## src/rtl/mem_bus_arbiter_if.sv

```systemverilog
// One Avalon-style memory port: address/strobes/data from the master side,
// waitrequest/readdata back from the slave side.
interface mem_bus_arbiter_if #(
  parameter int ADDR_W = 32,
  parameter int DATA_W = 32
);
  logic [ADDR_W-1:0]   address;
  logic                read;
  logic                write;
  logic [DATA_W-1:0]   writedata;
  logic [DATA_W/8-1:0] byteenable;
  logic                waitrequest;
  logic [DATA_W-1:0]   readdata;

  modport master (
    output address, read, write, writedata, byteenable,
    input  waitrequest, readdata
  );

  modport slave (
    input  address, read, write, writedata, byteenable,
    output waitrequest, readdata
  );
endinterface

```

## src/rtl/mem_bus_arbiter.sv

```systemverilog
// Two-master round-robin arbiter for one Avalon-style memory bus. A grant is
// held for a whole transaction; every transaction returns through IDLE.
module mem_bus_arbiter #(
  parameter int ADDR_W   = 32,
  parameter int DATA_W   = 32,
  parameter bit M0_FIRST = 1'b1
) (
  input  logic                 clk,
  input  logic                 reset,
  mem_bus_arbiter_if.slave     m0,
  mem_bus_arbiter_if.slave     m1,
  mem_bus_arbiter_if.master    bus,
  output logic [1:0]           grant
);

  typedef enum logic [1:0] {
    IDLE  = 2'd0,
    OWN_0 = 2'd1,
    OWN_1 = 2'd2
  } state_t;

  state_t state_reg, state_next;
  logic   last_owner_reg, last_owner_next;

  logic req0, req1;
  assign req0 = m0.read | m0.write;
  assign req1 = m1.read | m1.write;

  always_ff @(posedge clk) begin
    if (reset) begin
      state_reg      <= IDLE;
      last_owner_reg <= M0_FIRST;
    end else begin
      state_reg      <= state_next;
      last_owner_reg <= last_owner_next;
    end
  end

  // A dropped request releases the bus without counting as a completed turn.
  always_comb begin
    state_next      = state_reg;
    last_owner_next = last_owner_reg;
    case (state_reg)
      IDLE: begin
        if (req0 && req1)
          state_next = last_owner_reg ? OWN_0 : OWN_1;
        else if (req0)
          state_next = OWN_0;
        else if (req1)
          state_next = OWN_1;
      end
      OWN_0: begin
        if (!req0) begin
          state_next = IDLE;
        end else if (!bus.waitrequest) begin
          state_next      = IDLE;
          last_owner_next = 1'b0;
        end
      end
      OWN_1: begin
        if (!req1) begin
          state_next = IDLE;
        end else if (!bus.waitrequest) begin
          state_next      = IDLE;
          last_owner_next = 1'b1;
        end
      end
      default: state_next = IDLE;
    endcase
  end

  always_comb begin
    grant          = 2'b00;
    bus.address    = {ADDR_W{1'b0}};
    bus.read       = 1'b0;
    bus.write      = 1'b0;
    bus.writedata  = {DATA_W{1'b0}};
    bus.byteenable = {(DATA_W/8){1'b0}};
    m0.waitrequest = 1'b1;
    m0.readdata    = {DATA_W{1'b0}};
    m1.waitrequest = 1'b1;
    m1.readdata    = {DATA_W{1'b0}};
    case (state_reg)
      OWN_0: begin
        grant          = 2'b01;
        bus.address    = m0.address;
        bus.read       = m0.read;
        bus.write      = m0.write;
        bus.writedata  = m0.writedata;
        bus.byteenable = m0.byteenable;
        m0.waitrequest = bus.waitrequest;
        m0.readdata    = bus.readdata;
      end
      OWN_1: begin
        grant          = 2'b10;
        bus.address    = m1.address;
        bus.read       = m1.read;
        bus.write      = m1.write;
        bus.writedata  = m1.writedata;
        bus.byteenable = m1.byteenable;
        m1.waitrequest = bus.waitrequest;
        m1.readdata    = bus.readdata;
      end
      default: ;
    endcase
  end

endmodule

```

## src/flat_wrapper.sv

```systemverilog
// flat-port wrapper written by rule: the top's interface ports become plain ports
module mem_bus_arbiter_flat 
#(
  parameter int ADDR_W   = 32,
  parameter int DATA_W   = 32,
  parameter bit M0_FIRST = 1'b1
)
  (clk, reset, grant, m0_address, m0_read, m0_write, m0_writedata, m0_byteenable, m0_waitrequest, m0_readdata, m1_address, m1_read, m1_write, m1_writedata, m1_byteenable, m1_waitrequest, m1_readdata, bus_address, bus_read, bus_write, bus_writedata, bus_byteenable, bus_waitrequest, bus_readdata);
  mem_bus_arbiter_if #(.ADDR_W(ADDR_W), .DATA_W(DATA_W)) m0_i ();
  mem_bus_arbiter_if #(.ADDR_W(ADDR_W), .DATA_W(DATA_W)) m1_i ();
  mem_bus_arbiter_if #(.ADDR_W(ADDR_W), .DATA_W(DATA_W)) bus_i ();
  input  logic clk;
  input  logic reset;
  output logic [1:0] grant;
  input wire logic [$bits(m0_i.address)-1:0] m0_address;
  input wire logic [$bits(m0_i.read)-1:0] m0_read;
  input wire logic [$bits(m0_i.write)-1:0] m0_write;
  input wire logic [$bits(m0_i.writedata)-1:0] m0_writedata;
  input wire logic [$bits(m0_i.byteenable)-1:0] m0_byteenable;
  output wire logic [$bits(m0_i.waitrequest)-1:0] m0_waitrequest;
  output wire logic [$bits(m0_i.readdata)-1:0] m0_readdata;
  input wire logic [$bits(m1_i.address)-1:0] m1_address;
  input wire logic [$bits(m1_i.read)-1:0] m1_read;
  input wire logic [$bits(m1_i.write)-1:0] m1_write;
  input wire logic [$bits(m1_i.writedata)-1:0] m1_writedata;
  input wire logic [$bits(m1_i.byteenable)-1:0] m1_byteenable;
  output wire logic [$bits(m1_i.waitrequest)-1:0] m1_waitrequest;
  output wire logic [$bits(m1_i.readdata)-1:0] m1_readdata;
  output wire logic [$bits(bus_i.address)-1:0] bus_address;
  output wire logic [$bits(bus_i.read)-1:0] bus_read;
  output wire logic [$bits(bus_i.write)-1:0] bus_write;
  output wire logic [$bits(bus_i.writedata)-1:0] bus_writedata;
  output wire logic [$bits(bus_i.byteenable)-1:0] bus_byteenable;
  input wire logic [$bits(bus_i.waitrequest)-1:0] bus_waitrequest;
  input wire logic [$bits(bus_i.readdata)-1:0] bus_readdata;
  assign m0_i.address = m0_address;
  assign m0_i.read = m0_read;
  assign m0_i.write = m0_write;
  assign m0_i.writedata = m0_writedata;
  assign m0_i.byteenable = m0_byteenable;
  assign m0_waitrequest = m0_i.waitrequest;
  assign m0_readdata = m0_i.readdata;
  assign m1_i.address = m1_address;
  assign m1_i.read = m1_read;
  assign m1_i.write = m1_write;
  assign m1_i.writedata = m1_writedata;
  assign m1_i.byteenable = m1_byteenable;
  assign m1_waitrequest = m1_i.waitrequest;
  assign m1_readdata = m1_i.readdata;
  assign bus_address = bus_i.address;
  assign bus_read = bus_i.read;
  assign bus_write = bus_i.write;
  assign bus_writedata = bus_i.writedata;
  assign bus_byteenable = bus_i.byteenable;
  assign bus_i.waitrequest = bus_waitrequest;
  assign bus_i.readdata = bus_readdata;
  mem_bus_arbiter #(.ADDR_W(ADDR_W), .DATA_W(DATA_W), .M0_FIRST(M0_FIRST)) u_core (.clk(clk), .reset(reset), .m0(m0_i), .m1(m1_i), .bus(bus_i), .grant(grant));
endmodule
```

## config.mk

```make
export PLATFORM = sky130hd
export DESIGN_NAME = mem_bus_arbiter_flat
export DESIGN_NICKNAME = d
export VERILOG_FILES = /design/src/rtl/mem_bus_arbiter_if.sv /design/src/rtl/mem_bus_arbiter.sv /design/src/flat_wrapper.sv
export SDC_FILE = /design/constraint.sdc
export NUM_CORES = 1
export LEC_CHECK = 0
export BUFFER_PORTS_ARGS = -buffer_cell sky130_fd_sc_hd__buf_2
export CORE_AREA = 2 2 120 122
export DETAILED_ROUTE_END_ITERATION = 12
export DIE_AREA = 0 0 122 124
export PLACE_DENSITY = 0.48
export SLEW_MARGIN = 5
export SYNTH_ARGS = -nofsm -noshare
export SYNTH_HDL_FRONTEND = slang
export SYNTH_SLANG_ARGS = --single-unit
```

## constraint.sdc

```tcl
create_clock -name clk -period 3.8 [get_ports clk]
set_input_delay 0.57 -clock clk [delete_from_list [all_inputs] [get_ports clk]]
set_output_delay 0.57 -clock clk [all_outputs]
set_load 0.05 [all_outputs]
```

### Yosys cells after proc, flatten, opt, wreduce, memory -nomap -nowiden

Cells that the tools add are included.

| operators by class | value |
|---|---|
| multiplexer cells | 23 |
| equality and inequality tests | 7 |
| bitwise gates (word level) | 2 |
| reductions and logical operators | 4 |

Operator list:

| kind | count |
|---|---|
| case mux 32 bit (2 select lines) | 2 |
| 2-to-1 mux 32 bit | 2 |
| 2-to-1 mux 2 bit | 7 |
| case mux 4 bit (2 select lines) | 1 |
| 2-to-1 mux 1 bit | 6 |
| case mux 1 bit (2 select lines) | 3 |
| case mux 2 bit (3 select lines) | 1 |
| AND reduction 5 bit | 1 |
| != test 2 x 1 -> 1 bit, second input constant | 2 |
| != test 2 bit, second input constant | 2 |
| != test 4 x 1 -> 1 bit, second input constant | 1 |
| case mux 2 bit (2 select lines) | 1 |
| equality test 2 x 1 -> 1 bit, second input constant | 1 |
| equality test 2 bit, second input constant | 1 |
| zero test 2 bit | 1 |
| bitwise OR 1 bit | 2 |
| nonzero test 2 bit | 1 |
| logical AND 1 bit | 1 |

| word-level totals | value |
|---|---|
| logic and storage cells | 38 |
| output and inout port bits | 138 |
| input port bits | 175 |
| flip-flop bits (word level) | 3 |

### Longest topological paths before layout

Gate-level depths: netlist (run 1).

| logic depth | value |
|---|---|
| depth after elaboration | 5 |
| gate-level depth with buffers | 7 |
| mapped depth without buffers | 6 |

### Worst setup path before layout (run 1)

Ideal clock, no wire load.

| timing path | value |
|---|---|
| kind | register to output |
| start | register u_core.state_reg[1] |
| end | output port bus_address[10] |
| required time | 3.230 ns |
| data arrival time | 2.268 ns |
| slack | 0.962 ns |
| stages on the path, launching flop included | 8 |
| path buffers | 3 |
| cell sequence | dfxtp_1 > inv_1 > ha_1 > buf_2 > buf_2 > buf_2 > a22oi_1 > nor2b_1 |

| between the ends | value |
|---|---|
| word-level cells in the longest chain between the ends | 2 |
| elaborated cells between the ends (all ways) | 3 |
| classes of those cells | eq/ne (2); mux (1) |

Ends and longest elaborated chain:

| what | RTL line | RTL |
|---|---|---|
| start: declaration | mem_bus_arbiter.sv:22 | `state_t state_reg, state_next;` |
| start signal: assignment | mem_bus_arbiter.sv:34 | `state_reg <= state_next;` |
| equality test 2 bit or equality test 2 x 1 -> 1 bit (tied branches) | mem_bus_arbiter.sv:83 | `case (state_reg)` |
| case mux 32 bit (2 select lines) (*) | mem_bus_arbiter.sv:83 |  |
| end: declaration | flat_wrapper.sv:29 | `output wire logic [$bits(bus_i.address)-1:0] bus_address;` |

Mark *: on every way between the ends. The rest lies on a longest branch, timed or not.

### Final worst setup path (run 1)

| timing path | value |
|---|---|
| start | register u_core.state_reg[0] |
| end | output port bus_address[30] |

The elaborated chain is that of the path after synthesis.

==> results of run 1 <==
## cell families (layout without fill, tap and decap cells)
family          count (synthesis)  count (layout)  synth area share, %
fa+ha+maj                       5               5                3.509
mux                             1               1               0.5614
compound gates                 80              80                33.82
flops                           3               3                3.369
simple gates                  145             145                50.88
buf+inv                        33             325                7.860
## placed cells by master, fill, tap and decap left out, types with 2 or more instances in the layout
cell,n
a22oi_1,70
and2_1,64
buf_2,312
buf_4,6
clkbuf_16,3
dfxtp_1,3
ha_1,3
inv_1,2
nand2_1,2
nand2b_1,4
nor2b_1,70
o21ai_0,2
o32ai_1,2
## power by group through the flow
stage	sequential, W	clock [W]	combinational (W)
after global routing	0.0000415	0.000173	0.000969
after detailed placement	0.0000410	0	0.000915
after CTS	0.0000406	0.000170	0.000916
after global placement	0.0000409	0	0.000923
after floorplan	0.0000390	0	0.000659
final	0.0000404	0.000167	0.000907
## cell type report
type	instances	area share, %
Multi-Input combinational cell	231	44.43
Clock buffer	4	2.192
Timing Repair Buffer	319	45.23
Tap cell	180	6.263
Sequential cell	3	1.670
Inverter	2	0.2088
## stage by stage
step	util (%)	area (sq um)	worst slack, ns	hold WS [ns]
final	26.21	3596	0.9932	0.5022
after global routing	26.21	3596	0.8415	0.5584
after CTS	26.21	3596	0.9829	0.5091
after detailed placement	25.64	3517	1.216	0.4993
after global placement	25.64	3517	1.241	0.4956
after floorplan	-	1783	0.9617	0.4693
## worst reg2reg max path: cells and delay by family, from the launching register on
family          cells  cell delay (ns)
compound gates      2             0.35
fa+ha+maj           1             0.59
buf+inv             2             0.48
flops               1             0.34
mux                 1             0.20
simple gates        1             0.07
## worst min path at each step
stage,start,to,slack [ns]
2_1_floorplan,u_core.last_owner_reg,u_core.last_owner_reg,0.47
3_5_place_dp,u_core.last_owner_reg,u_core.last_owner_reg,0.50
3_3_place_gp,u_core.last_owner_reg,u_core.last_owner_reg,0.50
6_report,u_core.last_owner_reg,u_core.last_owner_reg,0.50
5_1_grt,u_core.last_owner_reg,u_core.last_owner_reg,0.56
4_1_cts,u_core.last_owner_reg,u_core.last_owner_reg,0.51
## metal layers
layer  share of wire (%)  GRT usage (%)  wire (um)  vias to the layer above
met5                   0              0          0                        -
met4                 1.6          4.023        160                        0
met3                  10          2.381       1001                        9
met2                  53          23.18       5270                      196
met1                  36          12.33       3543                     1355
li1                    -              -          -                     1523
==> results.toml, run 1 <==
[floorplanning]
die_w_um = 122
ios = 313
fp.dieArea_sq_um = 15130
row_count = 43
core_area_sq_um = 13720
fp.dieH_um = 124
start_util_pct = 13.00

[placement]
gp_congestion = 0.7311
dpl.hpwl_mm = 8.199
port_buffers = 312
dp_cells = 735

[detailed_routing]
first_pass_iters = 4
post_drt_wl_per_cell_um = 13.50
drc = 0
wirelength_mm = 9.976
ant_nets = 0
avgViaCountPerCell = 4.172
vias = 3083
drtIter0Drc = 91

[power]
internal_power_w = 0.0004609
max-vdd-ir-drop_uv = 109.0
seq_power_share_pct = 3.6
power_frac_clock_pct = 15.0
sw_frac_of_total_pct = 58.66
leakage_nw = 1.988
p_comb_share_pct = 81.4
power.total_w = 0.001115
pwr_density_cell_nw_per_um2 = 310.0
p_switching_w = 0.0006540

[worst_setup_path]
critical_path_buf_inv_count = 3
crit_family = "buffers and inverters"
r2r_start = "u_core.state_reg[1]"
cp-endpoint = "bus_address[30]"
reg2reg_depth = 7
critPathMaxFanout = 40
critPathLaunch = "u_core.state_reg[0]"
cpPeakStageDelay_ns = 0.66
worst-setup-path-type = "reg2out"
cpMaxStageDelayCell = "ha_2"
critical_path.cell_chain = "inv_1 -> ha_2 -> buf_12 -> a22oi_1 -> nor2b_1 -> buf_2"
cp.depth = 6
cp.arrival_ns = 2.24
required_ns = 3.23
cp-end-kind = "output pin"
rrSetupSlack_ns = 1.66
start_kind = "register"
r2r_end = "u_core.last_owner_reg"

[yosys]
synth_top_area_share_pct = 29.47
synth.net_count = 447
yosysTopAreaCell = "a22oi_1"
synth_cell_types = 25
synth_top_flop_cell = "dfxtp_1"
syn_area_per_cell_sq_um = 6.678
ys_warn_count = 0
synthTopCellsByArea = "a22oi_1 (29%), nor2b_1 (25%), and2_1 (22%)"
synthCells = 267
synth-edff-count = 0
synthArstFlopShare_pct = 0
synth_commonest_cells = "a22oi_1 (70), nor2b_1 (70), and2_1 (64)"
synth_area_sq_um = 1783
ys_ff_latch = 3
ys_seq_area_share_pct = 3.368

[hold_path]
min_path_type = "reg2reg"
min_path_cells = 2

[finish]
stdcell_count = 739
multi_input_area_sq_um = 1598
regArea_sq_um = 60.06
insertedDiodeCount = 0
largest_reg_flops = 2
nNetsFinal = 740
area_delta_synth_final_pct = 101.7
drive_gt1_share_pct = 58.68
fillCellCount = 1558

[outcome]
status = "completed"

[clock_tree]
root_buffer = "clkbuf_16"
clockBufferDepth = 2
cts_hold_buf = 0
post-cts-setup-buffers = 0
cts_num_sinks = 3
clk_latency_ns = 0.22
cts_made_buffers = 3
path_clk_slew_ns = 0.03
cts_tree = "yes"
cts_resized = 0
ctsHtreeMaxLevel = 1

[timing]
skew_ns = 0.002075
final-max-slew-violation-count = 0
hold_viol_final = 0
period_needed_ns = 2.807
clock.fmax_mhz = 356.3
tightest_slew_ns = 0.7052
rsz0062_at_grt = "no"
post-route-period-util_pct = 73.86
relSlewSlack_pct = 52.99
setup_violations = 0
fin_setup_tns_ns = 0

[job]
drv_cap = 0

[global_routing]
grt_pass1_vias = 2774
grt_max_degree = 69
grt_use_total_pct = 11.77
gr-total-overflow = 0
grt_pass1_wl_mm = 13.83
antenna_found_initial = 0
(Power assumes the default switching activity.)
==> run 2, diff against run 1 <==
--- a/config.mk
+++ b/config.mk
@@ -6,10 +6,10 @@
 export NUM_CORES = 1
 export LEC_CHECK = 0
 export BUFFER_PORTS_ARGS = -buffer_cell sky130_fd_sc_hd__buf_2
-export CORE_AREA = 2 2 120 122
+export CORE_AREA = 2 2 121 123
 export DETAILED_ROUTE_END_ITERATION = 12
-export DIE_AREA = 0 0 122 124
-export PLACE_DENSITY = 0.48
+export DIE_AREA = 0 0 123 125
+export PLACE_DENSITY = 0.47
 export SLEW_MARGIN = 5
 export SYNTH_ARGS = -nofsm -noshare
 export SYNTH_HDL_FRONTEND = slang
==> constraint.sdc (replaced) <==
create_clock -name clk -period 2.7 [get_ports clk]
set_input_delay 0.405 -clock clk [delete_from_list [all_inputs] [get_ports clk]]
set_output_delay 0.405 -clock clk [all_outputs]
set_load 0.05 [all_outputs]
==> run 2 against run 1 <==
Power is 41% higher. Hold slack worse by 0.066 ns. Setup slack worse by 0.69 ns. Critical endpoint is now m1_readdata[28]. Wire length is 4.2% higher. Combinational power is 41% higher. Clock power is 41% higher. Highest routed layer unchanged. Largest cell class unchanged.
==> results.toml, run 2 (synthesis results as in run 1) <==
[timing]
relSlewSlack_pct = 58.35
period_needed_ns = 2.397
setup_violations = 0
skew_ns = 0.002956
clock.fmax_mhz = 417.2
fin_setup_tns_ns = 0
hold_viol_final = 0
worst_slack_ns = 0.3033
tightest_slew_ns = 0.6248
final-max-slew-violation-count = 0
rsz0062_at_grt = "no"
post-route-period-util_pct = 88.77

[finish]
final_cell_mix = "buf_2 (312), a22oi_1 (70), nor2b_1 (70)"
final_cell_area_sq_um = 3603
insertedDiodeCount = 0
largest_reg_flops = 2
final_common_cell = "buf_2"
nNetsFinal = 740
area_delta_synth_final_pct = 102.1
stdcell_count = 743
fillCellCount = 1628
drive_gt1_share_pct = 58.86

[detailed_routing]
avgViaCountPerCell = 4.152
vias = 3085
drc = 0
drtIter0Drc = 80
post_drt_wl_per_cell_um = 14.00
ant_nets = 0
first_pass_iters = 4
wirelength_mm = 10.40

[worst_setup_path]
critPathMaxFanout = 23
start_kind = "register"
cp.arrival_ns = 1.99
cp-end-kind = "output pin"
critPathLaunch = "u_core.state_reg[0]"
worst-setup-path-type = "reg2out"
required_ns = 2.30
r2r_start = "u_core.state_reg[0]"

[hold_path]
hold_path.startpoint = "reset"
min_path_type = "in2reg"

[power]
max-vdd-ir-drop_uv = 265.6
power.total_w = 0.001574
leakage_nw = 1.988
pwr_density_cell_nw_per_um2 = 436.7

[outcome]
status = "completed"

[global_routing]
grt_pass1_vias = 2908
grt_max_degree = 63
antenna_found_initial = 1
grt_pass1_wl_mm = 14.88
gr-total-overflow = 0
grt_use_total_pct = 12.19

[floorplanning]
fp.dieH_um = 125
ios = 313
start_util_pct = 12.55
fp.dieArea_sq_um = 15380
die_w_um = 123
row_count = 44
core_area_sq_um = 14200

[clock_tree]
post-cts-setup-buffers = 0
path_clk_slew_ns = 0.03
cts_hold_buf = 0
cts_tree = "yes"
root_buffer = "clkbuf_16"
ctsHtreeMaxLevel = 1
cts_made_buffers = 3
clockBufferDepth = 2
cts_resized = 0
clk_latency_ns = 0.22
cts_num_sinks = 3

[placement]
place_ws_ns = 0.5049
post_dp_cell_area_sq_um = 3525
port_buffers = 312
gp_congestion = 0.7724
dpl.hpwl_mm = 8.602
dp_cells = 739

[job]
drv_cap = 0
## run 2: cell types whose count changed in the layout (fill, tap and decap cells not counted)
cell / change
ha_2: +1
ha_1: -1
## run 2: metrics by stage
stage | util (%) | hold slack (ns)
global placement | 24.82 | 0.5274
floorplan | - | 0.4693
finish | 25.37 | 0.4359
CTS | 25.37 | 0.4425
global route | 25.37 | 0.4612
detailed placement | 24.82 | 0.5246
## run 2: worst paths after layout
kind                            slack, ns  depth (start not counted)               endpoint
worst max register to register       0.78                          6  u_core.last_owner_reg
worst min-delay path                 0.44                          2  u_core.last_owner_reg
worst min register to register       0.54                          2  u_core.last_owner_reg
worst max-delay path                 0.30                          5        m1_readdata[28]
## run 2: area by class of cell
class                      count  area, sq um  area share [%]
sequential                     3        60.06           1.667
inverter                       2        7.507          0.2083
tap                          184        230.2           6.389
timing repair buffer         319         1627           45.14
clock buffer                   4        78.83           2.187
multi-input combinational    231         1600           44.41
## run 2: routing by layer
layer / vias to the layer above / global-route usage [%] / routed length [um] / share of wire, %
li1: 1521 / - / - / -
met1: 1387 / 13.31 / 3963 / 38
met2: 173 / 24.54 / 5493 / 53
met3: 4 / 1.642 / 882 / 8.5
met4: 0 / 2.005 / 59 / 0.57
met5: - / 0 / 0 / 0
## run 2: power by group
group | total [W] | internal [W] | leakage (nW) | switching [W]
logic | 0.00128 | 0.000402 | 1.92 | 0.000877
clock network | 0.000236 | 0.000195 | 0.0382 | 0.0000415
registers | 0.0000576 | 0.0000501 | 0.0247 | 0.00000757
## run 2: critical path: stages (launching register included)
cell     delay [ns]
dfxtp_1        0.36
inv_1          0.15
ha_1           0.58
buf_4          0.28
and2_1         0.14
buf_2          0.25
==> run 3, diff against run 2 <==
--- a/config.mk
+++ b/config.mk
@@ -5,7 +5,7 @@
 export SDC_FILE = /design/constraint.sdc
 export NUM_CORES = 1
 export LEC_CHECK = 0
-export BUFFER_PORTS_ARGS = -buffer_cell sky130_fd_sc_hd__buf_2
+export BUFFER_PORTS_ARGS = -buffer_cell sky130_fd_sc_hd__buf_4
 export CORE_AREA = 2 2 121 123
 export DETAILED_ROUTE_END_ITERATION = 12
 export DIE_AREA = 0 0 123 125
==> run 3 against run 2 <==
Sequential share of layout area shrank 0.30 points. Critical endpoint is now bus_writedata[15]. Cell count up 0.13%. Die area is the same.
==> results.toml, run 3 (synthesis results as in run 1) <==
[timing]
period_needed_ns = 2.374
post-route-period-util_pct = 87.91
fin_setup_tns_ns = 0
rsz0062_at_grt = "no"
relSlewSlack_pct = 63.00
tightest_slew_ns = 0.5550
skew_ns = 0.0001388
setup_violations = 0
hold_viol_final = 0
clock.fmax_mhz = 421.3
final-max-slew-violation-count = 0

[finish]
nNetsFinal = 741
area_delta_synth_final_pct = 146.2
final_common_cell = "buf_4"
insertedDiodeCount = 0
largest_reg_flops = 2
drive_gt1_share_pct = 58.75
stdcell_count = 744
final_cell_mix = "buf_4 (319), a22oi_1 (70), nor2b_1 (70)"

[clock_tree]
clk_latency_ns = 0.22
ctsHtreeMaxLevel = 1
cts_hold_buf = 0
cts_resized = 0
cts_tree = "yes"
path_clk_slew_ns = 0.03
post-cts-setup-buffers = 0
cts_num_sinks = 3
cts_made_buffers = 3
clockBufferDepth = 2
root_buffer = "clkbuf_16"

[power]
max-vdd-ir-drop_uv = 206.3
leakage_nw = 2.145
pwr_density_cell_nw_per_um2 = 398.1

[global_routing]
grt_pass1_wl_mm = 16.25
grt_max_degree = 48
top_usage_layer = "met2"
grt_use_total_pct = 13.45
use_met1_pct = 14.38
grtUsageMet2_pct = 26.26
grtUsageMet3_pct = 3.422
grt_pass1_vias = 3021
antenna_found_initial = 0
gr-total-overflow = 0

[placement]
port_buffers = 312
dpl.hpwl_mm = 9.650
dp_cells = 740
gp_congestion = 0.7761

[worst_setup_path]
required_ns = 2.30
cp-end-kind = "output pin"
cpPeakStageDelay_ns = 0.50
cp.depth = 6
worst-setup-path-type = "reg2out"
cpMaxStageDelayCell = "ha_4"
crit_family = "buffers and inverters"
critPathMaxFanout = 47
reg2reg_depth = 7
critical_path_buf_inv_count = 3
cp.arrival_ns = 1.97
critical_path.cell_chain = "inv_1 -> ha_4 -> buf_4 -> a22oi_1 -> nor2b_1 -> buf_4"
start_kind = "register"
crit_path_frequent_cell = "buf_4"

[floorplanning]
fp.dieArea_sq_um = 15380
ios = 313
start_util_pct = 12.55
fp.dieH_um = 125
row_count = 44
die_w_um = 123
core_area_sq_um = 14200

[detailed_routing]
first_pass_iters = 4
wirelength_mm = 11.51
vias = 3113
ant_nets = 0
post_drt_wl_per_cell_um = 15.47
drc = 0
drtIter0Drc = 109
avgViaCountPerCell = 4.184

[hold_path]
min_path_cells = 2
min_path_type = "in2reg"

[job]
drv_cap = 0

[outcome]
status = "completed"
[run 3: cell count changes in the layout (fill, tap and decap cells not counted), sizes merged]
cell | previous run | this run
buf | 319 | 320
[run 3: worst reg2reg max path: stages (launching register included)]
cell	delay (ns)
dfxtp_1	0.41
inv_1	0.13
ha_1	0.42
buf_4	0.28
nor3b_1	0.16
a211oi_2	0.22
mux2i_1	0.21
nand2b_1	0.06
[run 3: area by class of cell]
| cell class | count | area (sq um) |
|---|---|---|
| fill | 1571 | 9814 |
| timing repair buffer | 320 | 2415 |
| multi-input combinational | 231 | 1598 |
| tap | 184 | 230.2 |
| clock buffer | 4 | 78.83 |
| sequential | 3 | 60.06 |
| inverter | 2 | 7.507 |
[run 3: stage by stage]
stage | hold slack (ns) | util (%) | setup slack, ns | area, sq um | power [W]
6_report | 0.4017 | 30.90 | 0.3264 | 4389 | 0.001747
5_1_grt | 0.4176 | 30.90 | 0.1637 | 4389 | 0.001842
4_1_cts | 0.3992 | 30.90 | 0.2951 | 4389 | 0.001769
3_5_place_dp | 0.4962 | 30.35 | 0.5344 | 4310 | 0.001532
3_3_place_gp | 0.5024 | 30.35 | 0.5563 | 4310 | 0.001521
2_1_floorplan | 0.4693 | - | 0.02667 | 1783 | 0.0009820
[run 3: path summary, 6_finish.rpt]
kind                               from               endpoint  slack [ns]
hold / removal                    reset  u_core.last_owner_reg        0.40
hold reg to reg   u_core.last_owner_reg  u_core.last_owner_reg        0.50
setup reg to reg    u_core.state_reg[0]  u_core.last_owner_reg        0.69
setup / recovery    u_core.state_reg[1]      bus_writedata[15]        0.33
[run 3: report_power, final]
group	internal (W)	switching (W)	total, W
Combinational	0.000562	0.000895	0.00146
Sequential	0.0000501	0.00000675	0.0000569
Clock	0.000195	0.0000385	0.000233
[run 3: metal layers]
layer,vias to the layer above,wire length (um)
li1,1521,-
met1,1418,4211
met2,170,6089
met3,4,1125
met4,0,80
met5,-,0
